### src/rtl/seq_mul_nbit.sv
// Shift-add sequential multiplier: N-bit operands, per-operation signed/unsigned mode,
// start/ready handshake, one-cycle done pulse and a held 2N-bit product register.
module seq_mul_nbit #(
  parameter int WIDTH     = 4,
  parameter int SIGNED_EN = 1
) (
  input  logic                 clk_i,
  input  logic                 reset_i,
  input  logic                 start_i,
  input  logic                 signed_i,
  input  logic [WIDTH-1:0]     multiplicand_i,
  input  logic [WIDTH-1:0]     multiplier_i,
  output logic                 ready_o,
  output logic                 busy_o,
  output logic                 done_o,
  output logic [2*WIDTH-1:0]   product_o
);

  localparam int CNT_W = $clog2(WIDTH + 1);

  typedef enum logic [1:0] {
    S_IDLE,
    S_ADD,
    S_SHIFT,
    S_DONE
  } state_t;

  state_t               state_q, state_d;
  logic [WIDTH-1:0]     a_q;
  logic                 mode_q;
  logic [WIDTH:0]       acc_q;
  logic [WIDTH-1:0]     mq_q;
  logic [CNT_W-1:0]     cnt_q;
  logic [2*WIDTH-1:0]   product_q;

  logic [WIDTH:0]       a_ext;
  logic                 use_sub;
  logic                 last_bit;
  logic [WIDTH:0]       acc_add;
  logic [2*WIDTH:0]     shifted;

  // NOTE: every combinational output gets a default before the case so no path
  // leaves it unassigned; otherwise synthesis would infer a latch.
  always_comb begin
    state_d = state_q;
    case (state_q)
      S_IDLE:  if (start_i) state_d = S_ADD;
      S_ADD:   state_d = S_SHIFT;
      S_SHIFT: state_d = last_bit ? S_DONE : S_ADD;
      S_DONE:  state_d = S_IDLE;
      default: state_d = S_IDLE;
    endcase
  end

  // The multiplier's top bit carries negative weight in two's complement, so the
  // final partial product is subtracted rather than added in signed mode.
  always_comb begin
    last_bit = (cnt_q == CNT_W'(1));
    a_ext    = mode_q ? {a_q[WIDTH-1], a_q} : {1'b0, a_q};
    use_sub  = mode_q && last_bit;
    acc_add  = use_sub ? (acc_q - a_ext) : (acc_q + a_ext);
    shifted  = {acc_q, mq_q} >> 1;
    // Signed mode needs an arithmetic shift; unsigned the carry already sits in acc_q[WIDTH].
    shifted[2*WIDTH] = mode_q ? acc_q[WIDTH] : 1'b0;
  end

  // NOTE: sequential state uses non-blocking assignments so every register samples
  // the pre-edge values, independent of statement order within the block.
  always_ff @(posedge clk_i) begin
    if (reset_i) begin
      state_q   <= S_IDLE;
      a_q       <= '0;
      mode_q    <= 1'b0;
      acc_q     <= '0;
      mq_q      <= '0;
      cnt_q     <= '0;
      product_q <= '0;
    end else begin
      state_q <= state_d;
      case (state_q)
        S_IDLE: begin
          if (start_i) begin
            a_q    <= multiplicand_i;
            mq_q   <= multiplier_i;
            mode_q <= signed_i & (SIGNED_EN != 0);
            acc_q  <= '0;
            cnt_q  <= CNT_W'(WIDTH);
          end
        end
        S_ADD: begin
          if (mq_q[0]) acc_q <= acc_add;
        end
        S_SHIFT: begin
          acc_q <= shifted[2*WIDTH:WIDTH];
          mq_q  <= shifted[WIDTH-1:0];
          cnt_q <= cnt_q - CNT_W'(1);
          if (last_bit) product_q <= shifted[2*WIDTH-1:0];
        end
        default: ;
      endcase
    end
  end

  assign ready_o   = (state_q == S_IDLE);
  assign busy_o    = (state_q != S_IDLE);
  assign done_o    = (state_q == S_DONE);
  assign product_o = product_q;

endmodule
### config.mk
export PLATFORM = sky130hd
export DESIGN_NAME = seq_mul_nbit
export DESIGN_NICKNAME = d
export VERILOG_FILES = /design/src/rtl/seq_mul_nbit.sv
export SDC_FILE = /design/constraint.sdc
export NUM_CORES = 1
export LEC_CHECK = 0
export BUFFER_PORTS_ARGS = -buffer_cell sky130_fd_sc_hd__buf_2
export CAP_MARGIN = 20
export CORE_ASPECT_RATIO = 1.75
export CORE_MARGIN = 1
export CORE_UTILIZATION = 29
export DETAILED_ROUTE_END_ITERATION = 8
export HOLD_SLACK_MARGIN = 0.1
export PLACE_DENSITY = 0.44
export SKIP_LAST_GASP = 1
export SYNTH_ARGS = -nofsm -noshare
export SYNTH_HDL_FRONTEND = slang
export SYNTH_SLANG_ARGS = --single-unit
export TNS_END_PERCENT = 10
### constraint.sdc
create_clock -name clk_i -period 5.6 [get_ports clk_i]
set_input_delay 1.12 -clock clk_i [delete_from_list [all_inputs] [get_ports clk_i]]
set_output_delay 1.12 -clock clk_i [all_outputs]
set_load 0.02 [all_outputs]
==> impl_table.tex <==
\begin{tabular}{lr}
\hline
Metric & Value \\
\hline
\multicolumn{2}{l}{\textbf{Status}} \\
Status & finished clean \\
\multicolumn{2}{l}{\textbf{Worst hold path}} \\
Path type of the worst min-delay path & register to register \\
\multicolumn{2}{l}{\textbf{Detailed routing}} \\
Post-route ant nets & 0 \\
Routed len/inst & approximately 13 um \\
Total wire length after detailed routing & 3210 um \\
Via count & 1,218 \\
Via-to-Cell Ratio & 4.97 \\
DRC violation total after the first TritonRoute iteration & 16 \\
Number of detailed-route iterations in the first pass & 3 \\
Post-route DRC violation count & 0 \\
\multicolumn{2}{l}{\textbf{Setup path}} \\
Endpoint of the worst-slack reg-to-reg timing path & acc\_q[4] \\
Critical Path Start & cnt\_q[0] \\
Data arrival time of the critical path & approximately 3300 ps \\
Startpoint type of the worst setup path & register \\
Worst Path Class, Setup & register to register \\
Critical-path maximum fanout & 12 \\
Worst flop-to-flop path startpoint & cnt\_q[0] \\
Worst-case reg-to-reg path depth & 10 \\
Setup crit end & acc\_q[4] \\
Critical Path RT & slightly below 6000 ps \\
Worst setup slack for register-to-register paths & 2450 ps \\
Critical path capture point type & register \\
\multicolumn{2}{l}{\textbf{Clock tree}} \\
H-Tree Depth & 1 \\
Number of buffers on the longest clock path & 2 \\
Resized cells post-CTS & 0 \\
Clock Sinks & 27 \\
Setup repair bufs after CTS & 0 \\
Reg clk slew, reported paths & around 100 ps \\
Number of buffers inserted during clock tree synthesis & 3 \\
TritonCTS clock tree & done \\
Clock insertion delay at the later pin of the skew report & 280 ps \\
Quantity of hold-fixing buffers added after cts & 0 \\
Root Buffer Master & sky130\_fd\_sc\_hd\_\_clkbuf\_8 \\
\multicolumn{2}{l}{\textbf{Synth}} \\
Post-synthesis net count & 198 \\
Most frequent cell after synthesis & sky130\_fd\_sc\_hd\_\_dfxtp\_1 \\
Post-synthesis instance area & 0.00144 mm2 \\
Yosys cell types & 34 \\
Async S/R FF share, synth & 0\% \\
Leading post-synthesis cells by cell area & sky130\_fd\_sc\_hd\_\_dfxtp\_1, sky130\_fd\_sc\_hd\_\_ha\_1, sky130\_fd\_sc\_hd\_\_a21oi\_1 \\
Yosys top cell by area & sky130\_fd\_sc\_hd\_\_dfxtp\_1 \\
Count of flip-flops with a built-in enable after synthesis & 0 \\
Syn avg cell area & approximately 8.3 um2 \\
Number of synthesized register bits & 27 \\
Yosys synthesis warning count & 0 \\
Syn Inst Count & 174 \\
Proportion of synthesized chip area in sequential cells & 37.6\% \\
Yosys top cell area share & 37.6\% \\
Top\_reg\_cell synth & sky130\_fd\_sc\_hd\_\_dfxtp\_1 \\
Ranking of synthesized cells by instance count & sky130\_fd\_sc\_hd\_\_dfxtp\_1, sky130\_fd\_sc\_hd\_\_nand2\_1, sky130\_fd\_sc\_hd\_\_a21oi\_1, sky130\_fd\_sc\_hd\_\_nand3\_1 \\
\multicolumn{2}{l}{\textbf{Timing}} \\
Top achievable clock speed & 0.317 GHz \\
Final setup violation count & 0 \\
Number of failing hold endpoints at the final stage & 0 \\
Number of slew-limit violations in the final report & 0 \\
Pin slew with the least headroom to its limit & 864 ps \\
Post-Route Skew & $\sim$11 ps \\
Final worst-path cycle share & 56.3\% \\
Tmin final & about 3200 ps \\
Worst relative slew slack & 42.4\% \\
RSZ-0062 raised after global routing & no \\
Total Neg Setup Slack & 0 ps \\
\multicolumn{2}{l}{\textbf{Die}} \\
Cell row count & 33 \\
Area of the placeable core & 0.00471 mm2 \\
Die area & 0.00526 mm2 \\
\# IOs & 23 \\
Initial core utilization & 30.6\% \\
Die width & 55.2 um \\
Die boundary height & between 90 and 100 um \\
\multicolumn{2}{l}{\textbf{Placement}} \\
Port-buffer cells & 22 \\
Gp weighted congestion & about 0.77 \\
Placed cell area & 0.00158 mm2 \\
Detailed placement HPWL & 2480 um \\
\multicolumn{2}{l}{\textbf{Global route}} \\
Met3 Track Usage GR & about 1.6\% \\
Busiest metal layer after global routing & met2 \\
Initial antenna violation count & 0 \\
Met1 Track Usage GR & 14.9\% \\
Remaining global-route overflow & 0 \\
Via count of the first global-routing pass & 1,225 \\
Met2 routing resource usage after global routing & 24.1\% \\
Overall fraction of global-route tracks in use & 13.0\% \\
Largest net degree at the start of global routing & 31 \\
Global-route wire length before repair & 5490 um \\
\multicolumn{2}{l}{\textbf{Flow run}} \\
Maximum capacitance violations & 0 \\
\multicolumn{2}{l}{\textbf{Power and ir drop}} \\
Max VDD drop & 0.000244 V \\
Cell leakage power & around 0.00063 uW \\
Power per cell area & 355 mW/mm2 \\
\multicolumn{2}{l}{\textbf{Cells and area}} \\
Post-Route Utilization & a little over a third \\
Fraction of final layout cells with drive strength greater than 1 & 15.0\% \\
Total non-filler cell area in the finished layout & 0.00163 mm2 \\
Layout Area Growth over Synthesis & 13.5\% \\
Antenna cell count & 0 \\
Number of nets in the layout & 218 \\
\hline
\end{tabular}
## worst min-delay path by stage
| stage | end | cells past startpoint | startpoint | slack, ps |
|---|---|---|---|---|
| 6_report | product_o[3] | 2 | product_o[3] | 460 |
| 5_1_grt | product_o[0] | 2 | product_o[0] | 490 |
| 4_1_cts | product_o[3] | 2 | product_o[3] | 470 |
| 3_5_place_dp | product_o[3] | 2 | product_o[3] | 450 |
| 3_3_place_gp | product_o[5] | 2 | product_o[5] | 450 |
| 2_1_floorplan | cnt_q[1] | 2 | cnt_q[1] | 450 |
## layout make-up
type                            count  area [um2]
Tap cell                           52        65.1
Fill cell                         527        3070
Multi-Input combinational cell    130         831
Sequential cell                    27         541
Inverter                           10        37.5
Timing Repair Buffer               22         110
Clock inverter                      1        7.51
Clock buffer                        3        41.3
## kinds of logic (layout without fill, tap and decap cells)
| group | count (synthesis) | in the layout | share of synthesized area (%) |
|---|---|---|---|
| DFF | 27 | 27 | 37.6 |
| AOI/OAI and AO/OA | 42 | 42 | 17.7 |
| xor gates and xnor gates | 4 | 4 | 2.44 |
| adders and majority gates | 12 | 12 | 11.0 |
| buffers and inverters | 17 | 36 | 4.70 |
| and+or+nand+nor | 67 | 67 | 23.1 |
| muxes | 5 | 5 | 3.48 |
## sequential cells by signal, summed over array words and instances (netlist names)
register and flops:
mq_q 4, acc_q 5, a_q 4, state_q 2, mode_q 1, cnt_q 3
product_o 8
## worst max-delay path, stage by stage (launching register included)
cell and delay [ps]:
sky130_fd_sc_hd__dfxtp_1 390, sky130_fd_sc_hd__ha_1 180, sky130_fd_sc_hd__nor2b_1 670, sky130_fd_sc_hd__nand2_1 200
sky130_fd_sc_hd__mux2i_1 200, sky130_fd_sc_hd__fa_1 450, sky130_fd_sc_hd__a21o_1 180, sky130_fd_sc_hd__a21oi_1 200
sky130_fd_sc_hd__xnor2_1 180, sky130_fd_sc_hd__nor4b_2 80, sky130_fd_sc_hd__a311o_1 330
## where the power goes
group | total [uW] | switching [uW] | internal, uW
logic | 225 | 135 | 90.7
registers | 240 | 24.0 | 216
clock network | 115 | 64.4 | 50.5
total | 580 | 223 | 357
## routing by layer
layer	share of wire, %	up-vias	wire length (um)
met5	0	-	0
met4	2.1	0	66
met3	1.8	6	59
met2	53	13	1700
met1	43	555	1380
li1	-	644	-
## cell usage in the layout (no fill, tap or decap), drive strengths merged, types with 4 or more instances in the layout
| master | count |
|---|---|
| dfxtp | 27 |
| nand2 | 24 |
| buf | 22 |
| a21oi | 22 |
| nand3 | 17 |
| nor2 | 11 |
| ha | 11 |
| inv | 10 |
| o21ai | 6 |
| a211oi | 6 |
| mux2i | 5 |
| nor2b | 4 |
## metrics by stage
stage | total power, uW | instances | hold slack [ps] | worst slack, ps
2_1_floorplan | 417 | 174 | 454 | 2940
3_3_place_gp | 465 | 241 | 448 | 2610
3_5_place_dp | 470 | 241 | 452 | 2420
4_1_cts | 588 | 245 | 466 | 2400
5_1_grt | 630 | 245 | 491 | 2230
6_report | 580 | 245 | 459 | 2450
Power figures use the tool's default switching activity.
